===== src/rtl/fwd_scoreboard_pkg.sv =====
// Shared types and constants for the forwarding scoreboard: stage entry layout and select encoding.
package RVS192_package;

  localparam int REG_ADDR_W = 5;
  localparam int FW_SEL_RF  = 0;
  // Countdown field is sized for the widest supported LAT_W; narrower latencies are zero-extended.
  localparam int CNT_W      = 4;

  typedef struct packed {
    logic                  vld;
    logic [REG_ADDR_W-1:0] rd;
    logic [CNT_W-1:0]      cnt;
  } fwd_entry_t;

  function automatic fwd_entry_t age_entry(input fwd_entry_t e);
    fwd_entry_t r;
    r = e;
    if (e.cnt != '0) r.cnt = e.cnt - 1'b1;
    return r;
  endfunction

endpackage


===== src/rtl/fwd_scoreboard_if.sv =====
// EX-side bundle between the pipeline (master) and the forwarding scoreboard (slave).
interface fwd_scoreboard_if #(
  parameter int NUM_RS  = 3,
  parameter int NUM_FWD = 2,
  parameter int LAT_W   = 2
);
  import RVS192_package::*;
  localparam int SEL_W = $clog2(NUM_FWD + 1);

  logic                                   advance;
  logic                                   flush;
  logic [REG_ADDR_W-1:0]                  ex_rd;
  logic                                   ex_wen;
  logic [LAT_W-1:0]                       ex_lat;
  logic [NUM_RS-1:0][REG_ADDR_W-1:0]      rs_ex;
  logic [NUM_RS-1:0]                      rs_use;
  logic [NUM_RS-1:0][SEL_W-1:0]           fw_sel;
  logic                                   fw_halt;

  modport master (
    output advance, flush, ex_rd, ex_wen, ex_lat, rs_ex, rs_use,
    input  fw_sel, fw_halt
  );

  modport slave (
    input  advance, flush, ex_rd, ex_wen, ex_lat, rs_ex, rs_use,
    output fw_sel, fw_halt
  );

endinterface


===== src/rtl/fwd_scoreboard_lookup.sv =====
// One operand channel's youngest-first tag match across all tracked post-EX stages.
module fwd_lookup
  import RVS192_package::*;
#(
  parameter int NUM_FWD = 2,
  parameter int SEL_W   = $clog2(NUM_FWD + 1)
) (
  input  fwd_entry_t [NUM_FWD:1]   i_stage,
  input  logic [REG_ADDR_W-1:0]    i_rs,
  input  logic                     i_use,
  output logic [SEL_W-1:0]         o_sel,
  output logic                     o_halt
);

  logic [SEL_W-1:0] w_sel;
  logic             w_halt;
  logic             w_found;

  // The first match stops the search, so an older ready entry can never mask a younger pending one.
  always_comb begin
    w_sel   = SEL_W'(FW_SEL_RF);
    w_halt  = 1'b0;
    w_found = 1'b0;
    if (i_use && (i_rs != '0)) begin
      for (int k = 1; k <= NUM_FWD; k++) begin
        if (!w_found && i_stage[k].vld && (i_stage[k].rd == i_rs)) begin
          w_found = 1'b1;
          if (i_stage[k].cnt == '0) w_sel  = SEL_W'(k);
          else                      w_halt = 1'b1;
        end
      end
    end
  end

  assign o_sel  = w_sel;
  assign o_halt = w_halt;

endmodule


===== src/rtl/fwd_scoreboard.sv =====
// Forwarding scoreboard: tracks in-flight destination tags and picks operand forwarding sources.
// Optional statistics counters are enabled with `define FWD_SCOREBOARD_STAT_EN.
module fwd_scoreboard
  import RVS192_package::*;
#(
  parameter int NUM_RS  = 3,
  parameter int NUM_FWD = 2,
  parameter int LAT_W   = 2
) (
  input  logic                  clk,
  input  logic                  rst,
  fwd_scoreboard_if.slave       io_fwd
`ifdef FWD_SCOREBOARD_STAT_EN
  ,
  output logic [31:0]           o_halt_cnt,
  output logic [31:0]           o_fwd_cnt
`endif
);

  localparam int SEL_W = $clog2(NUM_FWD + 1);

  fwd_entry_t [NUM_FWD:1]        r_stage;
  logic [NUM_RS-1:0][SEL_W-1:0]  w_sel;
  logic [NUM_RS-1:0]             w_halt_c;
  logic                          w_halt;
  logic                          w_push;
  fwd_entry_t                    w_new;

  for (genvar c = 0; c < NUM_RS; c++) begin : g_ch
    fwd_lookup #(
      .NUM_FWD (NUM_FWD),
      .SEL_W   (SEL_W)
    ) u_lookup (
      .i_stage (r_stage),
      .i_rs    (io_fwd.rs_ex[c]),
      .i_use   (io_fwd.rs_use[c]),
      .o_sel   (w_sel[c]),
      .o_halt  (w_halt_c[c])
    );
  end

  assign w_halt         = |w_halt_c;
  assign io_fwd.fw_sel  = w_sel;
  assign io_fwd.fw_halt = w_halt;

  // A halted or killed EX instruction, or one with no real destination, enters as a bubble.
  assign w_push  = !(w_halt || io_fwd.flush || !io_fwd.ex_wen || (io_fwd.ex_rd == '0));
  assign w_new   = '{vld: 1'b1, rd: io_fwd.ex_rd, cnt: CNT_W'(io_fwd.ex_lat)};

  always_ff @(posedge clk or posedge rst) begin
    if (rst) begin
      r_stage <= '0;
    end else if (!io_fwd.advance) begin
      for (int k = 1; k <= NUM_FWD; k++) r_stage[k] <= age_entry(r_stage[k]);
    end else begin
      for (int k = 2; k <= NUM_FWD; k++) r_stage[k] <= age_entry(r_stage[k-1]);
      r_stage[1] <= w_push ? w_new : '0;
    end
  end

  // An entry must be ready before it leaves the last tracked stage, otherwise its result is lost.
  a_retire_ready: assert property (@(posedge clk) disable iff (rst)
    !(io_fwd.advance && r_stage[NUM_FWD].vld && (r_stage[NUM_FWD].cnt != '0)));

`ifdef FWD_SCOREBOARD_STAT_EN
  logic [31:0] r_halt_cnt;
  logic [31:0] r_fwd_cnt;
  logic        w_any_fwd;

  assign w_any_fwd = |w_sel;

  always_ff @(posedge clk or posedge rst) begin
    if (rst) begin
      r_halt_cnt <= '0;
      r_fwd_cnt  <= '0;
    end else begin
      if (w_halt && io_fwd.advance && (r_halt_cnt != '1)) r_halt_cnt <= r_halt_cnt + 1'b1;
      if (w_any_fwd && !w_halt && (r_fwd_cnt != '1))     r_fwd_cnt  <= r_fwd_cnt + 1'b1;
    end
  end

  assign o_halt_cnt = r_halt_cnt;
  assign o_fwd_cnt  = r_fwd_cnt;
`endif

endmodule

===== src/flat_wrapper.sv =====
// flat-port wrapper written by rule: the top's interface ports become plain ports
module fwd_scoreboard_flat import RVS192_package::*;
#(
  parameter int NUM_RS  = 3,
  parameter int NUM_FWD = 2,
  parameter int LAT_W   = 2
)
  (clk, rst, io_fwd_advance, io_fwd_flush, io_fwd_ex_rd, io_fwd_ex_wen, io_fwd_ex_lat, io_fwd_rs_ex, io_fwd_rs_use, io_fwd_fw_sel, io_fwd_fw_halt);
  fwd_scoreboard_if #(.NUM_RS(NUM_RS), .NUM_FWD(NUM_FWD), .LAT_W(LAT_W)) io_fwd_i ();
  input  logic clk;
  input  logic rst;
  input wire logic [$bits(io_fwd_i.advance)-1:0] io_fwd_advance;
  input wire logic [$bits(io_fwd_i.flush)-1:0] io_fwd_flush;
  input wire logic [$bits(io_fwd_i.ex_rd)-1:0] io_fwd_ex_rd;
  input wire logic [$bits(io_fwd_i.ex_wen)-1:0] io_fwd_ex_wen;
  input wire logic [$bits(io_fwd_i.ex_lat)-1:0] io_fwd_ex_lat;
  input wire logic [$bits(io_fwd_i.rs_ex)-1:0] io_fwd_rs_ex;
  input wire logic [$bits(io_fwd_i.rs_use)-1:0] io_fwd_rs_use;
  output wire logic [$bits(io_fwd_i.fw_sel)-1:0] io_fwd_fw_sel;
  output wire logic [$bits(io_fwd_i.fw_halt)-1:0] io_fwd_fw_halt;
  assign io_fwd_i.advance = io_fwd_advance;
  assign io_fwd_i.flush = io_fwd_flush;
  assign io_fwd_i.ex_rd = io_fwd_ex_rd;
  assign io_fwd_i.ex_wen = io_fwd_ex_wen;
  assign io_fwd_i.ex_lat = io_fwd_ex_lat;
  assign io_fwd_i.rs_ex = io_fwd_rs_ex;
  assign io_fwd_i.rs_use = io_fwd_rs_use;
  assign io_fwd_fw_sel = io_fwd_i.fw_sel;
  assign io_fwd_fw_halt = io_fwd_i.fw_halt;
  fwd_scoreboard #(.NUM_RS(NUM_RS), .NUM_FWD(NUM_FWD), .LAT_W(LAT_W)) u_core (.clk(clk), .rst(rst), .io_fwd(io_fwd_i));
endmodule

===== config.mk =====
export PLATFORM = sky130hd
export DESIGN_NAME = fwd_scoreboard_flat
export DESIGN_NICKNAME = d
export VERILOG_FILES = /design/src/rtl/fwd_scoreboard_pkg.sv /design/src/rtl/fwd_scoreboard_if.sv /design/src/rtl/fwd_scoreboard_lookup.sv /design/src/rtl/fwd_scoreboard.sv /design/src/flat_wrapper.sv
export SDC_FILE = /design/constraint.sdc
export NUM_CORES = 1
export LEC_CHECK = 0
export BUFFER_PORTS_ARGS = -buffer_cell sky130_fd_sc_hd__buf_2
export CAP_MARGIN = 5
export CORE_MARGIN = 2
export CORE_UTILIZATION = 50
export CTS_CLUSTER_SIZE = 12
export DETAILED_ROUTE_END_ITERATION = 16
export MAX_ROUTING_LAYER = met4
export PLACE_DENSITY = 0.83
export SLEW_MARGIN = 0
export SYNTH_ARGS = -nofsm -noshare
export SYNTH_HDL_FRONTEND = slang
export SYNTH_HIERARCHICAL = 1
export SYNTH_SLANG_ARGS = --single-unit

===== constraint.sdc =====
create_clock -name clk -period 6 [get_ports clk]
set_input_delay 0.6 -clock clk [delete_from_list [all_inputs] [get_ports clk]]
set_output_delay 0.6 -clock clk [all_outputs]
set_load 0.1 [all_outputs]

[Word level (Yosys, flattened, before mapping)]
Cells that the tools add are included.
Operators by class
  add/sub/neg operators: 2
  eq/ne operators: 6
  reduce and logical (&&, ||, !) cells: 29
  multiplexer cells: 36
Operators with widths (count)
  $eq 5x5->1: 6
  $mux 1: 22
  $mux 2: 10
  $reduce_bool 5->1: 3
  $mux 14: 1
  $logic_and 1x1->1: 12
  $mux 10: 1
  $logic_not 4->1: 2
  $mux 4: 2
  $reduce_bool 4->1: 2
  $sub 4x1->4 const B: 2
  $logic_not 5->1: 1
  $logic_not 1->1: 4
  $logic_or 1x1->1: 3
  $reduce_or 3->1: 1
  $reduce_bool 2->1: 1
Storage, ports and cells
  logic and storage cells: 79
  output and inout port bits: 7
  register bits: 20
  bits of input ports: 30

[Logic depth before layout (Yosys ltp)]
Gate-level depths: netlist (run 1).
  depth after elaboration: 15
  gate-level depth with buffers: 7
  depth with buffers taken out: 7

[Cells and area by module]
The synthesis (run 1) kept the hierarchy.
Modules (own cells, without submodules)
  fwd_scoreboard: seq. area each 500.5 um2, cells each 79, area an instance 973.4 um2, instances 1
  fwd_lookup: seq. area each 0.0 um2, cells each 26, area an instance 201.4 um2, instances 3

[Worst setup path after synthesis (run 1)]
OpenSTA, ideal clock, no wires.
  path kind: input-to-output
  start point: input io_fwd_rs_ex[0]
  end point: output io_fwd_fw_sel[0]
  setup slack: 1.243 ns
  required time: 5.400 ns
  arrival: 4.157 ns
  path buffers: 0
  stages: 3
  cell sequence: xor2_1 or4b_4 nor4_1
Between the ends
  longest elaborated chain between the ends: 9
  elaborated cells on any way between the ends: 14
  classes of those cells: eq/ne: 2; mux: 6; reduce/logical: 6
Ends and longest elaborated chain
  start, declared: line flat_wrapper.sv:17  | input wire logic [$bits(io_fwd_i.rs_ex)-1:0] io_fwd_rs_ex;
  $eq 5x5->1: line fwd_scoreboard_lookup.sv:26  | if (!w_found && i_stage[k].vld && (i_stage[k].rd == i_rs)) begin
  $logic_and 1x1->1: line fwd_scoreboard_lookup.sv:26
  $mux 1: line fwd_scoreboard_lookup.sv:26
  $mux 1: line fwd_scoreboard_lookup.sv:24  | if (i_use && (i_rs != '0)) begin
  $logic_not 1->1: line fwd_scoreboard_lookup.sv:26
  $logic_and 1x1->1 (2 in a row): line fwd_scoreboard_lookup.sv:26
  $mux 2: line fwd_scoreboard_lookup.sv:26
  $mux 2 (*): line fwd_scoreboard_lookup.sv:24
  end, declared: line flat_wrapper.sv:19  | output wire logic [$bits(io_fwd_i.fw_sel)-1:0] io_fwd_fw_sel;
Every way passes the cells marked *; elsewhere a longest branch is shown, timed or not. The select of a mux whose other input is x is not followed.

[Worst setup path in the final report (run 1)]
  start point: register u_core/r_stage[6] (netlist bit)
  end point: output io_fwd_fw_halt
Between the ends
  longest elaborated chain between the ends: 10
  elaborated cells on any way between the ends: 34
  classes of those cells: eq/ne: 3; mux: 18; reduce/logical: 13
Ends and longest elaborated chain
  start, declared: line fwd_scoreboard.sv:22  | fwd_entry_t [NUM_FWD:1] r_stage;
  $eq 5x5->1 (*): line fwd_scoreboard_lookup.sv:26
  $logic_and 1x1->1 (*): line fwd_scoreboard_lookup.sv:26
  $mux 1: line fwd_scoreboard_lookup.sv:26
  $mux 1: line fwd_scoreboard_lookup.sv:24
  $logic_not 1->1: line fwd_scoreboard_lookup.sv:26
  $logic_and 1x1->1 (2 in a row): line fwd_scoreboard_lookup.sv:26
  $mux 1 (*): line fwd_scoreboard_lookup.sv:26
  $mux 1 (*): line fwd_scoreboard_lookup.sv:24
  named net u_core.w_halt_c[0]: line fwd_scoreboard.sv:24  | logic [NUM_RS-1:0] w_halt_c;
  $reduce_or 3->1 (*): line fwd_scoreboard.sv:42  | assign w_halt = |w_halt_c;
  end, declared: line flat_wrapper.sv:20  | output wire logic [$bits(io_fwd_i.fw_halt)-1:0] io_fwd_fw_halt;
Mark *: on every way through the listed nets, which the timed path passes. The rest lies on a longest branch. The select of a mux whose other input is x is not followed.

==> results of run 1 <==
power by group:
part | switching, mW | internal (mW)
combinational | 0.118 | 0.116
sequential | 0.0484 | 0.165
clock | 0.0409 | 0.0675
through the flow:
stage | instance area [um2] | utilization (%)
after floorplan | 1580 | -
after global placement | 1800 | 59.5
after detailed placement | 1800 | 59.5
after CTS | 1850 | 61.2
after global routing | 1850 | 61.2
final | 1850 | 61.2
how the worst min path moves through the flow:
stage	to	depth (start not counted)	slack, ns	from
after floorplan	u_core/r_stage[19]	1	0.50	u_core/r_stage[19]
after global placement	u_core/r_stage[19]	1	0.54	u_core/r_stage[19]
after detailed placement	u_core/r_stage[19]	1	0.56	u_core/r_stage[19]
after CTS	u_core/r_stage[1]	2	0.43	rst
after global routing	u_core/r_stage[1]	2	0.47	rst
final	u_core/r_stage[1]	2	0.41	rst
layout by cell type, fill, tap and decap left out, types with 2 or more instances in the layout:
cell type,count
a211oi_1,4
a22o_1,4
and2_0,3
and2_1,3
buf_2,36
clkbuf_4,3
dfrtp_1,20
ha_1,3
inv_1,8
mux2_2,8
mux2i_1,4
nand2_1,3
nand3_1,4
nand4b_1,3
nor2_1,5
nor2b_1,3
nor3_1,2
nor3_2,2
nor4_1,9
nor4b_1,3
o211ai_1,3
o21ai_1,3
o31ai_1,3
o32ai_1,2
or4_1,6
or4b_4,3
xnor2_1,11
xor2_1,21
logic make-up after synthesis:
logic type                 share of synthesized area (%)
xor gates and xnor gates                            17.8
muxes                                               8.25
adders and majority gates                           2.38
DFF                                                 31.7
buffers and inverters                               2.93
AOI/OAI and AO/OA                                   11.5
and+or+nand+nor                                     25.5
worst reg2reg max path: cells and delay by family (launching register included):
kind / cells / cell delay, ns
compound gates: 3 / 0.61
xor+xnor: 1 / 0.27
flops: 1 / 0.49
simple gates: 3 / 0.99
metal layers:
layer  vias up  routed length (um)
met4         0                 112
met2        52                1740
met3        12                 180
li1        665                   -
met5         -                   0
met1       644                1630
layout make-up:
cell class / count / area, um2
Timing Repair Buffer: 36 / 180
Tap cell: 44 / 55.1
Clock inverter: 1 / 30.0
Fill cell: 264 / 1170
Sequential cell: 20 / 500
Inverter: 9 / 33.8
Clock buffer: 3 / 22.5
Multi-Input combinational cell: 126 / 1030
==> flow_summary.json, run 1 <==
{
  "status": "completed",
  "drive_above_1_share_pct": 30.3,
  "crit_type": "reg2out",
  "synth_area_um2": 1580,
  "pre_cts_ws_ns": 3.00,
  "critPathLaunch": "u_core/r_stage[6]",
  "cpMaxStageDelayCell": "or4b_4",
  "r2r_end": "u_core/r_stage[0]",
  "power.total_mw": 0.556,
  "power_density_nw_per_um2": 300,
  "clkSinkCount": 20,
  "rsz0062_at_grt": "no",
  "yosys.area.top_type": "dfrtp_1",
  "cts-resized-gates": 0,
  "synth-edff-count": 0,
  "synth_commonest_cells": "21 x xor2_1, 20 x dfrtp_1, 11 x xnor2_1, 9 x nor4_1",
  "cp_max_fo": 5,
  "ys_seq_area_share_pct": 31.7,
  "irDropWorstVdd_mv": 0.232,
  "arrival_ns": 2.54,
  "synth_async_sr_flop_share_pct": 100,
  "finalCriticalPeriod_ns": 3.14,
  "power_leakage_nw": 0.847,
  "top_regs": "u_core/r_stage: 20 flops",
  "final.period_utilization_pct": 52.3,
  "post_cts_buffers": 0,
  "holdBufCountCts": 0,
  "hold-worst-slack_ns": 0.410,
  "grt_first_pass_wirelength_um": 5920,
  "num_rows": 20,
  "syn_to_final_growth_pct": 17.4,
  "port_buffers": 36,
  "die_h_um": 60.2,
  "pin_count": 37,
  "drtPass1Iterations": 4,
  "cts_buffer_depth": 2,
  "antenna_cells": 0,
  "yosys_warnings": 6,
  "yosysMostFrequentCell": "xor2_1",
  "die_w_um": 60.2,
  "largest_reg_flops": 20,
  "synth.area.top_cells": "dfrtp_1 32%, xor2_1 12%, xnor2_1 6.1%",
  "setup_viol": 0,
  "start_util_pct": 52.1,
  "vias": 1373,
  "top_register": "u_core/r_stage",
  "syn_inst": 157,
  "wl_per_cell_um": 15.3,
  "slowest_delay_ns": 0.50,
  "use_met3_pct": 2.60,
  "busiest_layer": "met2",
  "drtIter0Drc": 75,
  "grt_overflow": 0,
  "reg2reg_setup_slack_ns": 3.54,
  "track_usage_pct": 23.0,
  "yosys_most_used_dff": "dfrtp_1",
  "insertion_delay_ns": 0.30,
  "cp_num_cells": 7,
  "drv_cap": 0,
  "grtUsageMet2_pct": 35.4,
  "critical_path.top_delay_family": "simple AND/OR/NAND/NOR gates",
  "critPathCaptureType": "output pin",
  "hold_path.class": "in2async",
  "avgSynthCellArea_um2": 10.0,
  "grt_antenna_before_repair": 0,
  "synth_top_area_share_pct": 31.7,
  "reg2reg_from": "u_core/r_stage[6]",
  "crit_path_end": "io_fwd_fw_halt",
  "grt_max_degree": 21,
  "grt_pass1_vias": 1341,
  "path_cells": "xnor2_1 -> or4b_4 -> o211ai_1 -> o31ai_1 -> nor3_2 -> inv_1 -> buf_2",
  "drc": 0,
  "cts_tree": "built",
  "htree_levels": 1,
  "slew_viol_final": 0,
  "placed_cells": 235,
  "relSlewSlack_pct": 50.3,
  "maxClockFrequency_mhz": 319,
  "wirelength_um": 3660,
  "worst_pin_slew_ns": 0.745,
  "setup.worst_path.start_class": "register",
  "layout.cells.non_filler": 239,
  "die-area_um2": 3620,
  "yosys_register_bits": 20,
  "ant_nets": 0,
  "via_per_inst": 5.74,
  "syn-num-nets": 190,
  "hold_viol": 0,
  "cts_made_buffers": 3,
  "clkTransAtPathRegs_ns": 0.11,
  "gp_congestion": 0.934,
  "skew_ns": 0.00498,
  "netlist-cell-type-count": 40,
  "grt_use_met1_pct": 29.5,
  "tns_ns": 0,
  "reg2reg_depth": 7,
  "fin_nets": 229,
  "layout_setup_ws_ns": 2.86,
  "worst_ep_required_time_ns": 5.40,
  "core_um2": 3030,
  "dp_hpwl_um": 2890,
  "cts-root-buf": "clkbuf_4",
  "cp_num_buf_inv": 2
}
No activity file was read; power rests on OpenSTA's default activity.
==> run 2, diff against run 1 <==
- CORE_UTILIZATION: 50 -> 48
- clock period: 6 -> 2.7 ns (I/O delays scaled with it)
==> run 2 against run 1 <==
  * Sequential share of layout area decreased by 1.5 points
  * Setup slack got worse by 2.8 ns
  * Total power increased by 110%
  * Routed wire length decreased by 1.8%
  * Via count decreased by 1.5%
  * Critical endpoint unchanged
  * Largest cell class unchanged
  * Largest power group unchanged
  * Highest routed layer unchanged
==> flow_summary.json, run 2 (same netlist as run 1, synthesis figures left out) <==
{
  "status": "completed",
  "irDropWorstVdd_mv": 0.512,
  "cts-root-buf": "clkbuf_4",
  "port_buffers": 36,
  "drive_above_1_share_pct": 38.5,
  "hold_path.class": "in2async",
  "drtIter0Drc": 81,
  "clkSinkCount": 20,
  "gp_congestion": 0.884,
  "die_w_um": 61.3,
  "reg2reg_from": "u_core/r_stage[4]",
  "met2WireLength_um": 1730,
  "die-area_um2": 3760,
  "hold-worst-slack_ns": 0.0859,
  "cp_num_buf_inv": 2,
  "skew_ns": 0.00746,
  "maxClockFrequency_mhz": 380,
  "top_register": "u_core/r_stage",
  "drtPass1Iterations": 4,
  "start_util_pct": 51.3,
  "power.total_mw": 1.15,
  "ant_nets": 0,
  "grt_pass1_vias": 1256,
  "grt_max_degree": 21,
  "slowest_delay_ns": 0.56,
  "r2r_end": "u_core/r_stage[1]",
  "final.period_utilization_pct": 97.5,
  "insertion_delay_ns": 0.29,
  "slew_viol_final": 0,
  "hold_viol": 0,
  "critical_path.top_delay_family": "simple AND/OR/NAND/NOR gates",
  "worst_ep_required_time_ns": 2.43,
  "track_usage_pct": 20.7,
  "wl_met3_um": 185,
  "dp_hpwl_um": 2850,
  "post-route-util_pct": 64.0,
  "cts_tree": "built",
  "routed.top_layer": "met4",
  "clkTransAtPathRegs_ns": 0.10,
  "drc": 0,
  "die_h_um": 61.3,
  "setup_viol": 0,
  "cts_made_buffers": 3,
  "finalCriticalPeriod_ns": 2.63,
  "wl_per_cell_um": 14.7,
  "largest_reg_flops": 20,
  "final_common_cell": "buf_2",
  "met1_length_um": 1610,
  "power_density_nw_per_um2": 582,
  "crit_type": "reg2out",
  "cts_buffer_depth": 2,
  "critPathCaptureType": "output pin",
  "layout.cells.non_filler": 244,
  "cpMaxStageDelayCell": "or4b_4",
  "worst_pin_slew_ns": 0.739,
  "setup.worst_path.start_class": "register",
  "placed_cells": 237,
  "cp_max_fo": 5,
  "path_cells": "xor2_1 -> or4b_4 -> o211ai_1 -> o31ai_1 -> nor3_2 -> inv_1 -> buf_12",
  "wirelength_um": 3590,
  "via_per_inst": 5.55,
  "grt_overflow": 0,
  "rsz0062_at_grt": "no",
  "drv_cap": 0,
  "top_regs": "u_core/r_stage: 20 flops",
  "mostFrequentLayoutCells": "35 x buf_2, 19 x xor2_1, 18 x dfrtp_1",
  "reg2reg_depth": 8,
  "holdBufCountCts": 0,
  "core_um2": 3080,
  "pin_count": 37,
  "syn_to_final_growth_pct": 24.9,
  "arrival_ns": 2.36,
  "reg2reg_setup_slack_ns": 0.24,
  "grt_first_pass_wirelength_um": 5530,
  "grt_antenna_before_repair": 0,
  "antenna_cells": 0,
  "htree_levels": 1,
  "relSlewSlack_pct": 50.7,
  "vias": 1353,
  "fin_nets": 235,
  "num_rows": 20,
  "power_leakage_nw": 0.881
}
-- run 2: metal layers --
| layer | up-vias | track usage, % |
|---|---|---|
| li1 | 671 | - |
| met1 | 635 | 27.6 |
| met2 | 39 | 31.8 |
| met3 | 8 | 2.10 |
| met4 | 0 | 9.42 |
| met5 | - | - |
-- run 2: stage by stage --
stage	worst slack, ns	instance area [um2]	TNS, ns
global route	0.00272	1970	0
CTS	0.00638	1900	0
detailed placement	0.286	1870	0
floorplan	-0.422	1630	-0.422
global placement	0.326	1870	0
finish	0.0685	1970	0
-- run 2: repair_timing --
item                       4_1_cts  5_1_grt
gates cloned                     0        0
pin swaps                        1        7
setup endpoints to repair        1        1
setup buffers                    1        3
resized for setup                1       10
-- run 2: final cells by class --
| class | count | area, um2 |
|---|---|---|
| Clock buffer | 3 | 22.5 |
| Fill cell | 250 | 1110 |
| Timing Repair Buffer | 42 | 240 |
| Tap cell | 44 | 55.1 |
| Multi-Input combinational cell | 126 | 1120 |
| Inverter | 9 | 33.8 |
| Sequential cell | 20 | 503 |
-- run 2: worst register-to-register path: stages (launching register included) --
cell      delay (ns)
dfrtp_2         0.48
xor2_1          0.19
or4b_4          0.57
o211ai_1        0.18
o31ai_1         0.10
nor3_2          0.27
buf_4           0.16
nand3_1         0.13
o32ai_1         0.29
-- run 2: report_power, final --
part / internal [mW] / total (mW) / switching, mW
registers: 0.367 / 0.473 / 0.106
clock network: 0.0519 / 0.133 / 0.0809
logic: 0.267 / 0.540 / 0.273
total: 0.686 / 1.15 / 0.460
-- run 2: how the worst max path moves through the flow --
stage,cells after the start,to,slack (ns),from
floorplan,3,io_fwd_fw_sel[0],-0.42,u_core/r_stage[4]
CTS,7,io_fwd_fw_halt,0.006,u_core/r_stage[4]
global route,7,io_fwd_fw_halt,0.003,u_core/r_stage[4]
global placement,7,io_fwd_fw_halt,0.33,u_core/r_stage[4]
detailed placement,7,io_fwd_fw_halt,0.29,u_core/r_stage[4]
finish,7,io_fwd_fw_halt,0.07,u_core/r_stage[4]
